## src/rtl/mem_port_arbiter2.sv

```systemverilog
// Two-requester round-robin arbiter for one shared memory port. A grant is held
// for a whole transaction, and a watchdog releases a grant that never sees done.
module mux2_1 #(
   parameter real DELAY = 0.05
) (
   input  logic a,
   input  logic b,
   input  logic s,
   output logic y
);
   // DELAY annotates timing models only; a negative value is a misconfiguration.
   if (DELAY >= 0.0) begin : g_mux
      assign y = s ? b : a;
   end else begin : g_bad_delay
      assign y = 1'bx;
   end
endmodule

module mem_port_arbiter2 #(
   parameter int  WIDTH   = 64,
   parameter int  TIMEOUT = 16,
   parameter real DELAY   = 0.05
) (
   input  logic             clk,
   input  logic             reset,
   input  logic             req0,
   input  logic             req1,
   input  logic [WIDTH-1:0] addr0,
   input  logic [WIDTH-1:0] addr1,
   input  logic             done,
   output logic             gnt0,
   output logic             gnt1,
   output logic             sel,
   output logic             port_valid,
   output logic [WIDTH-1:0] addr_out,
   output logic             timeout_err
);
   localparam int WD_W = $clog2(TIMEOUT);
   localparam logic [WD_W-1:0] WD_MAX = WD_W'(TIMEOUT - 1);

   localparam logic [1:0] IDLE = 2'd0;
   localparam logic [1:0] OWN0 = 2'd1;
   localparam logic [1:0] OWN1 = 2'd2;

   logic [1:0]      state_q, state_d;
   logic            last_q, last_d;
   logic            sel_q, sel_d;
   logic            terr_q, terr_d;
   logic [WD_W-1:0] wdog_q, wdog_d;
   logic            pick1;

   always_comb begin
      state_d = state_q;
      last_d  = last_q;
      sel_d   = sel_q;
      wdog_d  = wdog_q;
      terr_d  = 1'b0;
      // On a tie the requester that did not own the port last time wins.
      pick1   = req1 & (~req0 | ~last_q);
      case (state_q)
         IDLE: begin
            if (req0 | req1) begin
               state_d = pick1 ? OWN1 : OWN0;
               last_d  = pick1;
               sel_d   = pick1;
               wdog_d  = '0;
            end
         end
         OWN0, OWN1: begin
            if (done) begin
               state_d = IDLE;
            end else if (wdog_q == WD_MAX) begin
               state_d = IDLE;
               terr_d  = 1'b1;
            end else begin
               wdog_d = wdog_q + 1'b1;
            end
         end
         default: state_d = IDLE;
      endcase
   end

   always_ff @(posedge clk) begin
      if (reset) begin
         state_q <= IDLE;
         last_q  <= 1'b1;
         sel_q   <= 1'b0;
         wdog_q  <= '0;
         terr_q  <= 1'b0;
      end else begin
         state_q <= state_d;
         last_q  <= last_d;
         sel_q   <= sel_d;
         wdog_q  <= wdog_d;
         terr_q  <= terr_d;
      end
   end

   assign gnt0        = (state_q == OWN0);
   assign gnt1        = (state_q == OWN1);
   assign port_valid  = gnt0 | gnt1;
   assign sel         = sel_q;
   assign timeout_err = terr_q;

   // sel only moves on grant entry, so addr_out is stable through IDLE.
   for (genvar i = 0; i < WIDTH; i++) begin : g_addr_mux
      mux2_1 #(.DELAY(DELAY)) u_mux (
         .a(addr0[i]),
         .b(addr1[i]),
         .s(sel_q),
         .y(addr_out[i])
      );
   end
endmodule
```

## config.mk

```make
export PLATFORM = sky130hd
export DESIGN_NAME = mem_port_arbiter2
export DESIGN_NICKNAME = d
export VERILOG_FILES = /design/src/rtl/mem_port_arbiter2.sv
export SDC_FILE = /design/constraint.sdc
export NUM_CORES = 1
export LEC_CHECK = 0
export ABC_AREA = 1
export ABC_CLOCK_PERIOD_IN_PS = 1650
export BUFFER_PORTS_ARGS = -buffer_cell sky130_fd_sc_hd__buf_2
export CAP_MARGIN = 20
export CORE_ASPECT_RATIO = 0.6
export CORE_MARGIN = 10
export CORE_UTILIZATION = 33
export CTS_BUF_LIST = sky130_fd_sc_hd__clkbuf_8
export CTS_CLUSTER_DIAMETER = 120
export CTS_CLUSTER_SIZE = 24
export DETAILED_ROUTE_END_ITERATION = 16
export PLACE_DENSITY = 0.79
export SETUP_SLACK_MARGIN = 0.1
export SYNTH_ARGS = -nofsm -noshare
export SYNTH_HDL_FRONTEND = slang
export SYNTH_SLANG_ARGS = --single-unit
```

## constraint.sdc

```tcl
create_clock -name clk -period 1.65 [get_ports clk]
set_clock_uncertainty 0.2 [all_clocks]
set_input_delay 0.33 -clock clk [delete_from_list [all_inputs] [get_ports clk]]
set_output_delay 0.33 -clock clk [all_outputs]
set_load 0.02 [all_outputs]
```

-- Word-level counts from Yosys, hierarchy flattened
Index checks and enable logic that the tools add are counted.
- input bits: 133
- register bits: 9
- word-level logic and storage cells: 101
- output and inout port bits: 69
- multiplexer cells: 74
- equal/unequal tests: 7
- bitwise logic cells: 7
- add/subtract/negate cells: 1
- reductions and logical operators: 7
- operator list (cell ; number):
    2-to-1 mux 1 bit ; 65
    2-to-1 mux 4 bit ; 3
    2-to-1 mux 2 bit ; 4
    one-hot mux 4 bit (2 select lines) ; 1
    inequality test 2 bit, second input constant ; 3
    adder 4 x 1 -> 4 bit, second input constant ; 1
    == test 4 bit, second input constant ; 1
    one-hot mux 2 bit (2 select lines) ; 1
    AND reduction 2 bit ; 2
    AND reduction 4 bit ; 1
    inequality test 3 bit, second input constant ; 1
    NOT 1 bit ; 3
    OR 1 bit ; 3
    OR reduction 3 bit ; 1
    == test 2 x 1 -> 1 bit, second input constant ; 1
    == test 2 bit, second input constant ; 1
    logical NOT 2 bit ; 1
    nonzero test 2 bit ; 1
    OR reduction 2 bit ; 1
    bitwise AND 1 bit ; 1

-- Depth between registers and ports, before layout
Gate-level depths: netlist of the first run.
- depth in word-level cells: 6
- mapped depth: 9
- depth with buffers taken out: 9

-- Cells and area by module
Synthesis of the first run repeated with hierarchy kept, for this count alone.
- cell total of the unflattened synthesis: 327
- area total of the unflattened synthesis: 1461.4 um^2
- by module, submodules not included (module ; cells an instance ; times used ; area an instance (um^2) ; seq. area each (um^2)):
    mux2_1 ; 4 ; 64 ; 15.0 ; 0.0
    mem_port_arbiter2 ; 71 ; 1 ; 500.5 ; 180.2

-- Worst setup path before layout of the first run
No wires, ideal clock.
- path kind: reg-to-output
- start point: register sel_q (netlist: sel)
- end point: output port addr_out[0]
- cell stages (with the launch flop): 5
- slack: -0.131 ns
- data arrival time: 1.251 ns
- data required time: 1.120 ns
- path through: dfxtp_1 -> buf_6 -> buf_6 -> mux2_4 -> buf_4
- word-level cells in the longest chain between the ends: 1
- RTL lines (item ; line ; source):
    start: declaration ; 47 ; logic sel_q, sel_d;
    start signal: assignment ; 93 ; sel_q <= sel_d;
    2-to-1 mux 1 bit ; 13 ; assign y = s ? b : a;
    end: declaration ; 35 ; output logic [WIDTH-1:0] addr_out,
No other way between the ends.

-- Worst setup path in the final report of the first run
- start point: register sel_q (netlist: sel)
- end point: output port addr_out[13]
Same word-level chain as after synthesis.

==> impl_metrics.py, run 1 <==
metrics = {
    "power_and_ir_drop": {
        "p_switching_mw": 1.09,
        "seq_power_share_pct": 11.6,
        "powerDensity_mw_per_mm2": 782,
        "intPower_mw": 1.60,
        "switching_share_pct": 40.6,
        "ir_drop_v": 0.000605,
        "p_clk_share_pct": 9.6,
        "leakagePower_nw": 1.81,
        "combinationalPowerShare_pct": 78.8,
    },
    "die": {
        "start_util_pct": 34.6,
        "die_y_um": 79.6,
        "design.core.area_mm2": 0.00565,
        "die_w_um": 119,
        "row_count": 21,
        "ios": 202,
        "dieArea_mm2": 0.00950,
    },
    "finish": {
        "instances_no_fill": 438,
        "final_cell_mix": "buf_2, buf_6, mux2_4, nand2_1, nand2_2",
        "area_delta_synth_final_pct": 76.3,
        "final_common_cell": "buf_2",
        "layout-drive-gt1-share_pct": 87.4,
        "nNetsFinal": 496,
        "antenna_cells": 0,
        "postLayoutCoreUtil_pct": 61.0,
        "fin_area_mm2": 0.00345,
    },
    "setup_path": {
        "cp_data_arrival_time_ns": 1.36,
        "rr_startpoint": "state_q[1]$_SDFFE_PP0P_",
        "critPathMaxFanout": 8,
        "path_class": "reg2out",
        "crit-reg2reg-capture": "wdog_q[3]$_SDFFE_PP0P_",
        "cp.required_ns": 1.12,
        "path_buf_inv": 3,
        "start_kind": "flip-flop",
        "reg2reg_depth": 7,
        "cp-end-kind": "output pin",
        "cp.depth": 4,
        "crit_family": "buffers and inverters",
        "cp_slowest_stage_delay_ns": 0.38,
        "reg2reg_slack_ns": 0.09,
        "cp_cell_sequence": "buf_12 > clkbuf_16 > mux2_4 > buf_6",
        "crit_slowest_cell": "dfxtp_4",
    },
    "outcome": {
        "status": "complete, but fails checks",
        "violations": "setup timing",
    },
    "hold_path": {
        "min_path_cells": 2,
        "min_from": "reset",
        "hold_path.class": "in2reg",
        "hold_end": "state_q[0]$_SDFFE_PP0P_",
    },
    "sta": {
        "layout_worst_path_cycle_share_pct": 115,
        "worst_pin_slew_ns": 0.246,
        "maxSlewHeadroom_pct": 83.6,
        "setup_slack_ns": -0.245,
        "finalHoldWorstSlack_ns": 0.137,
        "setup_viol": 65,
        "fmax_mhz": 528,
        "finalCriticalPeriod_ns": 1.89,
        "finalMaxSlewViolations": 0,
        "finalHoldViolCount": 0,
        "rsz0062_at_grt": "yes",
    },
    "placed_design": {
        "place_inst": 420,
        "dpl_cell_area_mm2": 0.00258,
        "dpl.hpwl_mm": 6.41,
        "pre_cts_slack_ns": -0.0222,
        "place_congestion": 0.875,
        "numPortBuffers": 201,
    },
    "global_routing": {
        "overflow": 0,
        "grt_max_degree": 17,
        "grtUsageTotal_pct": 15.9,
        "antenna_found_initial": 0,
        "grt_pass1_vias": 2168,
        "grt_pass1_wl_mm": 12.2,
    },
    "synthesis": {
        "synthDistinctLibCells": 19,
        "synthAdderAreaFrac_pct": 2.56,
        "yosys.area_share.simple_pct": 9.35,
        "ys_seq_area_share_pct": 9.22,
        "synth_compound_area_share_pct": 2.56,
        "mappedNetlistArea_mm2": 0.00195,
        "synth_top_family_by_area": "multiplexers",
        "avgSynthCellArea_um2": 9.49,
        "synthXorXnorAreaFrac_pct": 0,
        "syn_inst": 206,
        "synthesis.nets": 343,
        "synth_warnings": 0,
        "synthMuxAreaShare_pct": 46.3,
        "synth-seq-cells": 9,
    },
    "routing": {
        "wl_mm": 8.57,
        "drt_iter0_drc": 59,
        "postRouteAntennaNets": 0,
        "dr.pass1.iters": 4,
        "drcViolationCount": 0,
        "post_drt_wl_per_cell_um": 19.6,
        "viasPerCell": 4.53,
        "vias": 1982,
    },
    "clock_network": {
        "cts.clk_slew.worst_paths_ns": 0.05,
        "cts.hold.buffers_added": 0,
        "cts_inserted_buffers": 3,
        "clock_latency_ns": 0.24,
        "htreeDepth": 1,
        "clk_path_buf_depth": 2,
        "cts_tree": "done",
        "clockRootBuffer": "clkbuf_8",
        "clock-sinks": 9,
    },
    "flow_run": {
        "drv_cap": 0,
    },
}
-- cells by family (layout without fill, tap and decap cells) --
group	after synthesis	count (layout)
flops	9	9
mux	64	64
buf+inv	80	232
simple gates	39	39
fa+ha+maj	4	4
compound gates	10	10
-- sequential cells by signal (all words and copies together) (netlist names) --
register     flops
wdog_q           4
state_q          2
last_q           1
sel              1
timeout_err      1
-- final cells by class --
type	count	area [um^2]
fillers	474	2200
repair buffers	219	1760
multi-input cells	117	1320
flip-flops and latches	9	186
well taps	80	100
clock buffers	3	41.3
inverters	9	36.3
clock inverters	1	3.75
-- power groups by stage --
stage	combinational [mW]	sequential [mW]	clock [mW]
after floorplan	1.38	0.300	0
after global placement	1.40	0.306	0
after detailed placement	1.44	0.309	0
after CTS	1.94	0.309	0.262
after global routing	2.24	0.321	0.279
final	2.12	0.311	0.260
-- how the worst max path moves through the flow --
stage | start | endpoint | slack [ns]
after floorplan | sel$_SDFFE_PP0P_ | addr_out[0] | 0.01
after global placement | sel$_SDFFE_PP0P_ | addr_out[42] | 0.01
after detailed placement | sel$_SDFFE_PP0P_ | addr_out[42] | -0.02
after CTS | sel$_SDFFE_PP0P_ | addr_out[42] | -0.28
after global routing | sel$_SDFFE_PP0P_ | addr_out[17] | -0.28
final | sel$_SDFFE_PP0P_ | addr_out[13] | -0.24
-- routing by layer --
metal  track usage, %  part of all wire, %  vias to the layer above
met4             1.68                 0.30                        0
met2             33.2                   58                       82
met5                0                    0                        -
li1                 -                    -                      938
met1             16.2                   35                      957
met3             3.95                  6.9                        5
-- cell usage after synthesis, drive strengths merged --
| cell | n | area share [%] |
|---|---|---|
| inv | 9 | 1.7 |
| a21oi | 9 | 2.3 |
| nand3 | 8 | 2.3 |
| o21ai | 1 | 0.26 |
| buf | 71 | 28 |
| dfxtp | 9 | 9.2 |
| nand2 | 22 | 4.9 |
| nor3 | 1 | 0.26 |
| nor2 | 6 | 1.3 |
| mux2 | 64 | 46 |
| nand4 | 2 | 0.64 |
| ha | 4 | 2.6 |
-- metrics by stage --
| stage | TNS (ns) | power [mW] |
|---|---|---|
| final | -13.65 | 2.69 |
| after floorplan | 0 | 1.68 |
| after CTS | -14.31 | 2.51 |
| after global routing | -16.04 | 2.84 |
| after global placement | 0 | 1.70 |
| after detailed placement | -0.0508 | 1.75 |
-- what timing repair did --
item / 4_1_cts / 5_1_grt
setup endpoints to repair: 72 / 71
gates cloned: 5 / 1
gates resized for setup: 148 / 33
setup buffers: 5 / 3
pin swaps: 1 / 6
(Power assumes the default switching activity.)
==> inputs of run 2 (changes only) <==
--- a/config.mk
+++ b/config.mk
@@ -21,3 +21,4 @@
 export SYNTH_ARGS = -nofsm -noshare
 export SYNTH_HDL_FRONTEND = slang
 export SYNTH_SLANG_ARGS = --single-unit
+export TNS_END_PERCENT = 50
==> constraint.sdc (replaced) <==
create_clock -name clk -period 1.65 [get_ports clk]
set_clock_uncertainty 0.2 [all_clocks]
set_input_delay 0.165 -clock clk [delete_from_list [all_inputs] [get_ports clk]]
set_output_delay 0.165 -clock clk [all_outputs]
set_load 0.02 [all_outputs]
==> run 2 against run 1 <==
- the flow still finishes with violations (setup timing)
- utilization fell by 3.9 points
- critical path type unchanged
- sequential share of layout area rose by 0.37 points
- count of clock-buffer cells in the layout did not move
- largest cell class unchanged
- register-to-register slack improved by 0.03 ns
- sequential cell count did not move
- largest power group unchanged
==> impl_metrics.py, run 2 (same netlist as run 1, synthesis figures left out) <==
metrics = {
    "clock_network": {
        "cts_tree": "done",
        "clk_path_buf_depth": 2,
        "cts.clk_slew.worst_paths_ns": 0.05,
        "htreeDepth": 1,
        "clock-sinks": 9,
        "clockRootBuffer": "clkbuf_8",
        "cts_inserted_buffers": 3,
        "clock_latency_ns": 0.24,
    },
    "global_routing": {
        "grt_max_degree": 35,
        "grtUsageTotal_pct": 14.4,
        "grt_pass1_vias": 2114,
        "grt_pass1_wl_mm": 11.4,
        "overflow": 0,
        "antenna_found_initial": 0,
    },
    "routing": {
        "drt_iter0_drc": 64,
        "viasPerCell": 4.37,
        "dr.pass1.iters": 4,
        "vias": 1888,
        "post_drt_wl_per_cell_um": 19.4,
        "postRouteAntennaNets": 0,
        "wl_mm": 8.40,
        "drcViolationCount": 0,
    },
    "setup_path": {
        "cp_slowest_stage_delay_ns": 0.39,
        "cp_data_arrival_time_ns": 1.38,
        "reg2reg_slack_ns": 0.12,
        "reg2reg_depth": 8,
        "rr_startpoint": "state_q[0]$_SDFFE_PP0P_",
        "critPathMaxFanout": 8,
        "crit-reg2reg-capture": "wdog_q[3]$_SDFFE_PP0P_",
        "cp_cell_sequence": "buf_8 > buf_12 > mux2_2 > buf_6",
        "startpoint": "sel$_SDFFE_PP0P_",
        "crit_slowest_cell": "dfxtp_4",
        "cp-endpoint": "addr_out[37]",
        "cp.required_ns": 1.28,
        "start_kind": "flip-flop",
        "cp-end-kind": "output pin",
        "path_class": "reg2out",
    },
    "outcome": {
        "violations": "setup timing",
        "status": "complete, but fails checks",
    },
    "sta": {
        "maxSlewHeadroom_pct": 83.7,
        "worst_pin_slew_ns": 0.245,
        "rsz0062_at_grt": "yes",
        "finalHoldViolCount": 0,
        "setup_viol": 55,
        "fmax_mhz": 573,
        "finalMaxSlewViolations": 0,
        "finalCriticalPeriod_ns": 1.75,
        "layout_worst_path_cycle_share_pct": 106,
        "setup_slack_ns": -0.0959,
    },
    "placed_design": {
        "dpl_cell_area_mm2": 0.00256,
        "place_congestion": 0.869,
        "numPortBuffers": 201,
        "place_inst": 418,
        "dpl.hpwl_mm": 6.40,
    },
    "power_and_ir_drop": {
        "ir_drop_v": 0.000661,
        "finalPower_mw": 2.45,
        "leakagePower_nw": 1.71,
        "powerDensity_mw_per_mm2": 761,
    },
    "finish": {
        "final_common_cell": "buf_2",
        "top_register": "wdog_q",
        "antenna_cells": 0,
        "fillCellCount": 510,
        "fin_area_mm2": 0.00323,
        "nNetsFinal": 490,
        "final_cell_mix": "buf_2, buf_6, mux2_4, nand2_1, mux2_2",
        "instances_no_fill": 432,
        "largest_registers": "wdog_q x4, state_q x2",
        "layout-drive-gt1-share_pct": 84.7,
        "area_delta_synth_final_pct": 65.1,
        "largest_register_ffs": 4,
    },
    "die": {
        "die_y_um": 79.6,
        "design.core.area_mm2": 0.00565,
        "dieArea_mm2": 0.00950,
        "die_w_um": 119,
        "start_util_pct": 34.6,
        "row_count": 21,
        "ios": 202,
    },
    "flow_run": {
        "drv_cap": 0,
    },
    "hold_path": {
        "hold_path.class": "in2reg",
    },
}
-- run 2: cell types whose count changed in the layout (fill, tap and decap cells not counted), moves of 4 or more --
cell / previous run / this run
mux2_4: 64 / 55
nand2_1: 11 / 16
mux2_2: 0 / 9
buf_2: 134 / 141
buf_16: 5 / 1
buf_6: 68 / 61
-- run 2: critical path: cells and delay by family (launching register included) --
kind | cells | cell delay [ns]
muxes | 1 | 0.35
DFF | 1 | 0.39
buffers and inverters | 3 | 0.40
-- run 2: report_power, final --
| group | internal (mW) | total (mW) | leakage (nW) | switching [mW] |
|---|---|---|---|---|
| registers | 0.265 | 0.315 | 0.0752 | 0.0497 |
| logic | 1.01 | 1.88 | 1.60 | 0.871 |
| clock network | 0.162 | 0.255 | 0.0269 | 0.0925 |
| total | 1.44 | 2.45 | 1.71 | 1.01 |
-- run 2: layout make-up --
type,instances,area (um^2),area share (%)
repair buffers,213,1610,49.8
multi-input cells,117,1250,38.8
flip-flops and latches,9,186,5.78
well taps,80,100,3.10
clock buffers,3,41.3,1.28
inverters,9,36.3,1.12
clock inverters,1,3.75,0.116
-- run 2: per-stage QoR --
stage               hold slack [ns]  setup slack [ns]  util, %  setup TNS [ns]
finish                       0.0816           -0.0959     57.1           -4.42
global route                  0.109            -0.137     57.1           -6.77
CTS                          0.0661            -0.133     51.5           -4.05
detailed placement            0.214            0.0646     45.4               0
global placement              0.220             0.118     45.4               0
floorplan                    0.0267             0.122        -               0
-- run 2: repair_timing --
item | CTS | global route
setup buffers | 0 | 3
gates cloned | 0 | 6
endpoints found under the hold margin | 5 | 0
resized for setup | 90 | 53
setup endpoints to repair | 66 | 71
pin swaps | 0 | 1
hold buffers | 1 | 0
-- run 2: metal layers --
metal	vias up	wire (um)	GRT usage (%)
met2	76	4790	30.5
met3	7	481	3.46
met1	880	3070	14.3
li1	925	-	-
met4	0	55	1.80
met5	-	0	0
-- run 2: how the worst min path moves through the flow --
stage | start | endpoint | cells past startpoint
2_1_floorplan | reset | sel$_SDFFE_PP0P_ | 1
3_3_place_gp | reset | sel$_SDFFE_PP0P_ | 2
3_5_place_dp | reset | sel$_SDFFE_PP0P_ | 2
4_1_cts | done | timeout_err$_SDFF_PP0_ | 4
5_1_grt | req1 | sel$_SDFFE_PP0P_ | 3
6_report | req1 | state_q[0]$_SDFFE_PP0P_ | 4
==> inputs of run 3 (changes only) <==
--- a/config.mk
+++ b/config.mk
@@ -6,7 +6,7 @@
 export NUM_CORES = 1
 export LEC_CHECK = 0
 export ABC_AREA = 1
-export ABC_CLOCK_PERIOD_IN_PS = 1650
+export ABC_CLOCK_PERIOD_IN_PS = 1600
 export BUFFER_PORTS_ARGS = -buffer_cell sky130_fd_sc_hd__buf_2
 export CAP_MARGIN = 20
 export CORE_ASPECT_RATIO = 0.6
@@ -17,6 +17,7 @@
 export CTS_CLUSTER_SIZE = 24
 export DETAILED_ROUTE_END_ITERATION = 16
 export PLACE_DENSITY = 0.79
+export RECOVER_POWER = 100
 export SETUP_SLACK_MARGIN = 0.1
 export SYNTH_ARGS = -nofsm -noshare
 export SYNTH_HDL_FRONTEND = slang
==> constraint.sdc (replaced) <==
create_clock -name clk -period 1.6 [get_ports clk]
set_clock_uncertainty 0.2 [all_clocks]
set_input_delay 0.16 -clock clk [delete_from_list [all_inputs] [get_ports clk]]
set_output_delay 0.16 -clock clk [all_outputs]
set_load 0.02 [all_outputs]
==> run 3 against run 2 <==
- the run still ends with setup timing left
- sequential power up 4%
- sequential cell count unchanged
- die area unchanged
- non-clock buffer count down 6
- combinational power down 5%
- count of clock-buffer cells in the layout unchanged
- design area down 5.9%
- clock power up 2%
- first-iteration DRC count up 13%
- critical endpoint is now addr_out[40]
- largest cell class unchanged
==> impl_metrics.py, run 3 (same netlist as run 1, synthesis figures left out) <==
metrics = {
    "outcome": {
        "status": "complete, but fails checks",
        "violations": "setup timing",
    },
    "global_routing": {
        "grt_pass1_wl_mm": 11.4,
        "antenna_found_initial": 0,
        "grt_max_degree": 36,
        "overflow": 0,
        "grtUsageTotal_pct": 14.6,
        "grt_pass1_vias": 2021,
    },
    "clock_network": {
        "clock-sinks": 9,
        "htreeDepth": 1,
        "cts_tree": "done",
        "clk_path_buf_depth": 2,
        "cts_inserted_buffers": 3,
        "cts.clk_slew.worst_paths_ns": 0.05,
        "clockRootBuffer": "clkbuf_8",
        "clock_latency_ns": 0.23,
    },
    "setup_path": {
        "startpoint": "sel$_SDFFE_PP0P_",
        "reg2reg_depth": 8,
        "critPathMaxFanout": 16,
        "path_class": "reg2out",
        "cp-endpoint": "addr_out[40]",
        "cp_data_arrival_time_ns": 1.37,
        "rr_startpoint": "state_q[1]$_SDFFE_PP0P_",
        "cp.required_ns": 1.24,
        "cp-end-kind": "output pin",
        "crit-reg2reg-capture": "wdog_q[3]$_SDFFE_PP0P_",
        "start_kind": "flip-flop",
        "reg2reg_slack_ns": -0.06,
    },
    "die": {
        "die_w_um": 119,
        "row_count": 21,
        "ios": 202,
        "start_util_pct": 34.6,
        "dieArea_mm2": 0.00950,
        "die_y_um": 79.6,
        "design.core.area_mm2": 0.00565,
    },
    "finish": {
        "top_register": "wdog_q",
        "largest_register_ffs": 4,
        "largest_registers": "wdog_q x4, state_q x2",
        "fin_area_mm2": 0.00304,
        "layout-drive-gt1-share_pct": 83.5,
        "nNetsFinal": 484,
        "final_common_cell": "buf_2",
        "final_cell_mix": "buf_2, mux2_4, buf_6, nand2_1, mux2_2",
        "antenna_cells": 0,
        "area_delta_synth_final_pct": 55.3,
    },
    "placed_design": {
        "dpl.hpwl_mm": 6.66,
        "dpl_cell_area_mm2": 0.00256,
        "numPortBuffers": 201,
        "place_congestion": 0.851,
    },
    "routing": {
        "wl_mm": 8.10,
        "drt_iter0_drc": 72,
        "viasPerCell": 4.46,
        "drcViolationCount": 0,
        "post_drt_wl_per_cell_um": 19.0,
        "postRouteAntennaNets": 0,
        "dr.pass1.iters": 4,
        "vias": 1899,
    },
    "sta": {
        "rsz0062_at_grt": "yes",
        "setup_viol": 69,
        "fmax_mhz": 579,
        "worst_pin_slew_ns": 0.323,
        "fin_setup_tns_ns": -5.79,
        "maxSlewHeadroom_pct": 78.5,
        "setup_slack_ns": -0.127,
        "finalMaxSlewViolations": 0,
        "layout_worst_path_cycle_share_pct": 108,
        "finalHoldViolCount": 0,
        "finalCriticalPeriod_ns": 1.73,
    },
    "power_and_ir_drop": {
        "powerDensity_mw_per_mm2": 781,
        "intPower_mw": 1.36,
        "combinationalPowerShare_pct": 75.2,
        "switching_share_pct": 42.5,
        "seq_power_share_pct": 13.8,
        "p_clk_share_pct": 11.0,
        "leakagePower_nw": 1.61,
        "ir_drop_v": 0.000840,
        "p_switching_mw": 1.01,
    },
    "flow_run": {
        "drv_cap": 0,
    },
    "hold_path": {
        "hold_path.class": "in2reg",
    },
}
run 3: layer usage:
metal / vias to the layer above / wire length (um) / track usage, %
li1: 909 / - / -
met1: 915 / 3050 / 15.7
met3: 4 / 414 / 2.82
met2: 71 / 4620 / 29.8
met4: 0 / 20 / 1.44
met5: - / 0 / 0
run 3: timing repair:
action / 4_1_cts / 5_1_grt
pin swaps: 3 / 3
setup endpoints to repair: 71 / 71
endpoints found under the hold margin: 5 / 0
hold buffers: 1 / 0
gates resized for setup: 99 / 19
buffers inserted: 0 / 1
cloned: 0 / 2
run 3: worst min-delay path by stage:
stage / to / depth (start not counted) / from / slack [ns]
2_1_floorplan: sel$_SDFFE_PP0P_ / 1 / reset / 0.02
6_report: state_q[0]$_SDFFE_PP0P_ / 4 / req1 / 0.06
4_1_cts: timeout_err$_SDFF_PP0_ / 4 / done / 0.05
3_3_place_gp: sel$_SDFFE_PP0P_ / 2 / reset / 0.21
3_5_place_dp: sel$_SDFFE_PP0P_ / 2 / reset / 0.20
5_1_grt: state_q[0]$_SDFFE_PP0P_ / 4 / req1 / 0.09
run 3: area by class of cell:
type	instances	area (um^2)
Clock inverter	1	3.75
Tap cell	80	100
Multi-Input combinational cell	117	1230
Fill cell	498	2610
Clock buffer	3	41.3
Timing Repair Buffer	207	1440
Inverter	9	36.3
Sequential cell	9	186
run 3: power groups by stage:
stage                     sequential [mW]  combinational [mW]  clock [mW]
after floorplan                     0.309                1.29           0
after global placement              0.314                1.44           0
after detailed placement            0.316                1.48           0
after CTS                           0.315                1.72       0.270
after global routing                0.335                1.90       0.286
final                               0.327                1.78       0.261
run 3: worst max-delay path, cell delays in order, from the launching register on:
cell     delay, ns
dfxtp_4       0.42
buf_16        0.19
mux2_2        0.35
buf_2         0.17
run 3: metrics by stage:
step                power [mW]  hold slack [ns]  instances  util [%]  setup WS [ns]
global route              2.52           0.0929        426      53.7         -0.166
CTS                       2.30           0.0528        423      51.8         -0.144
detailed placement        1.80            0.204        418      45.4      0.0000164
finish                    2.37           0.0609        426      53.7         -0.127
global placement          1.76            0.207        418      45.4         0.0848
floorplan                 1.60           0.0194        206         -         0.0995
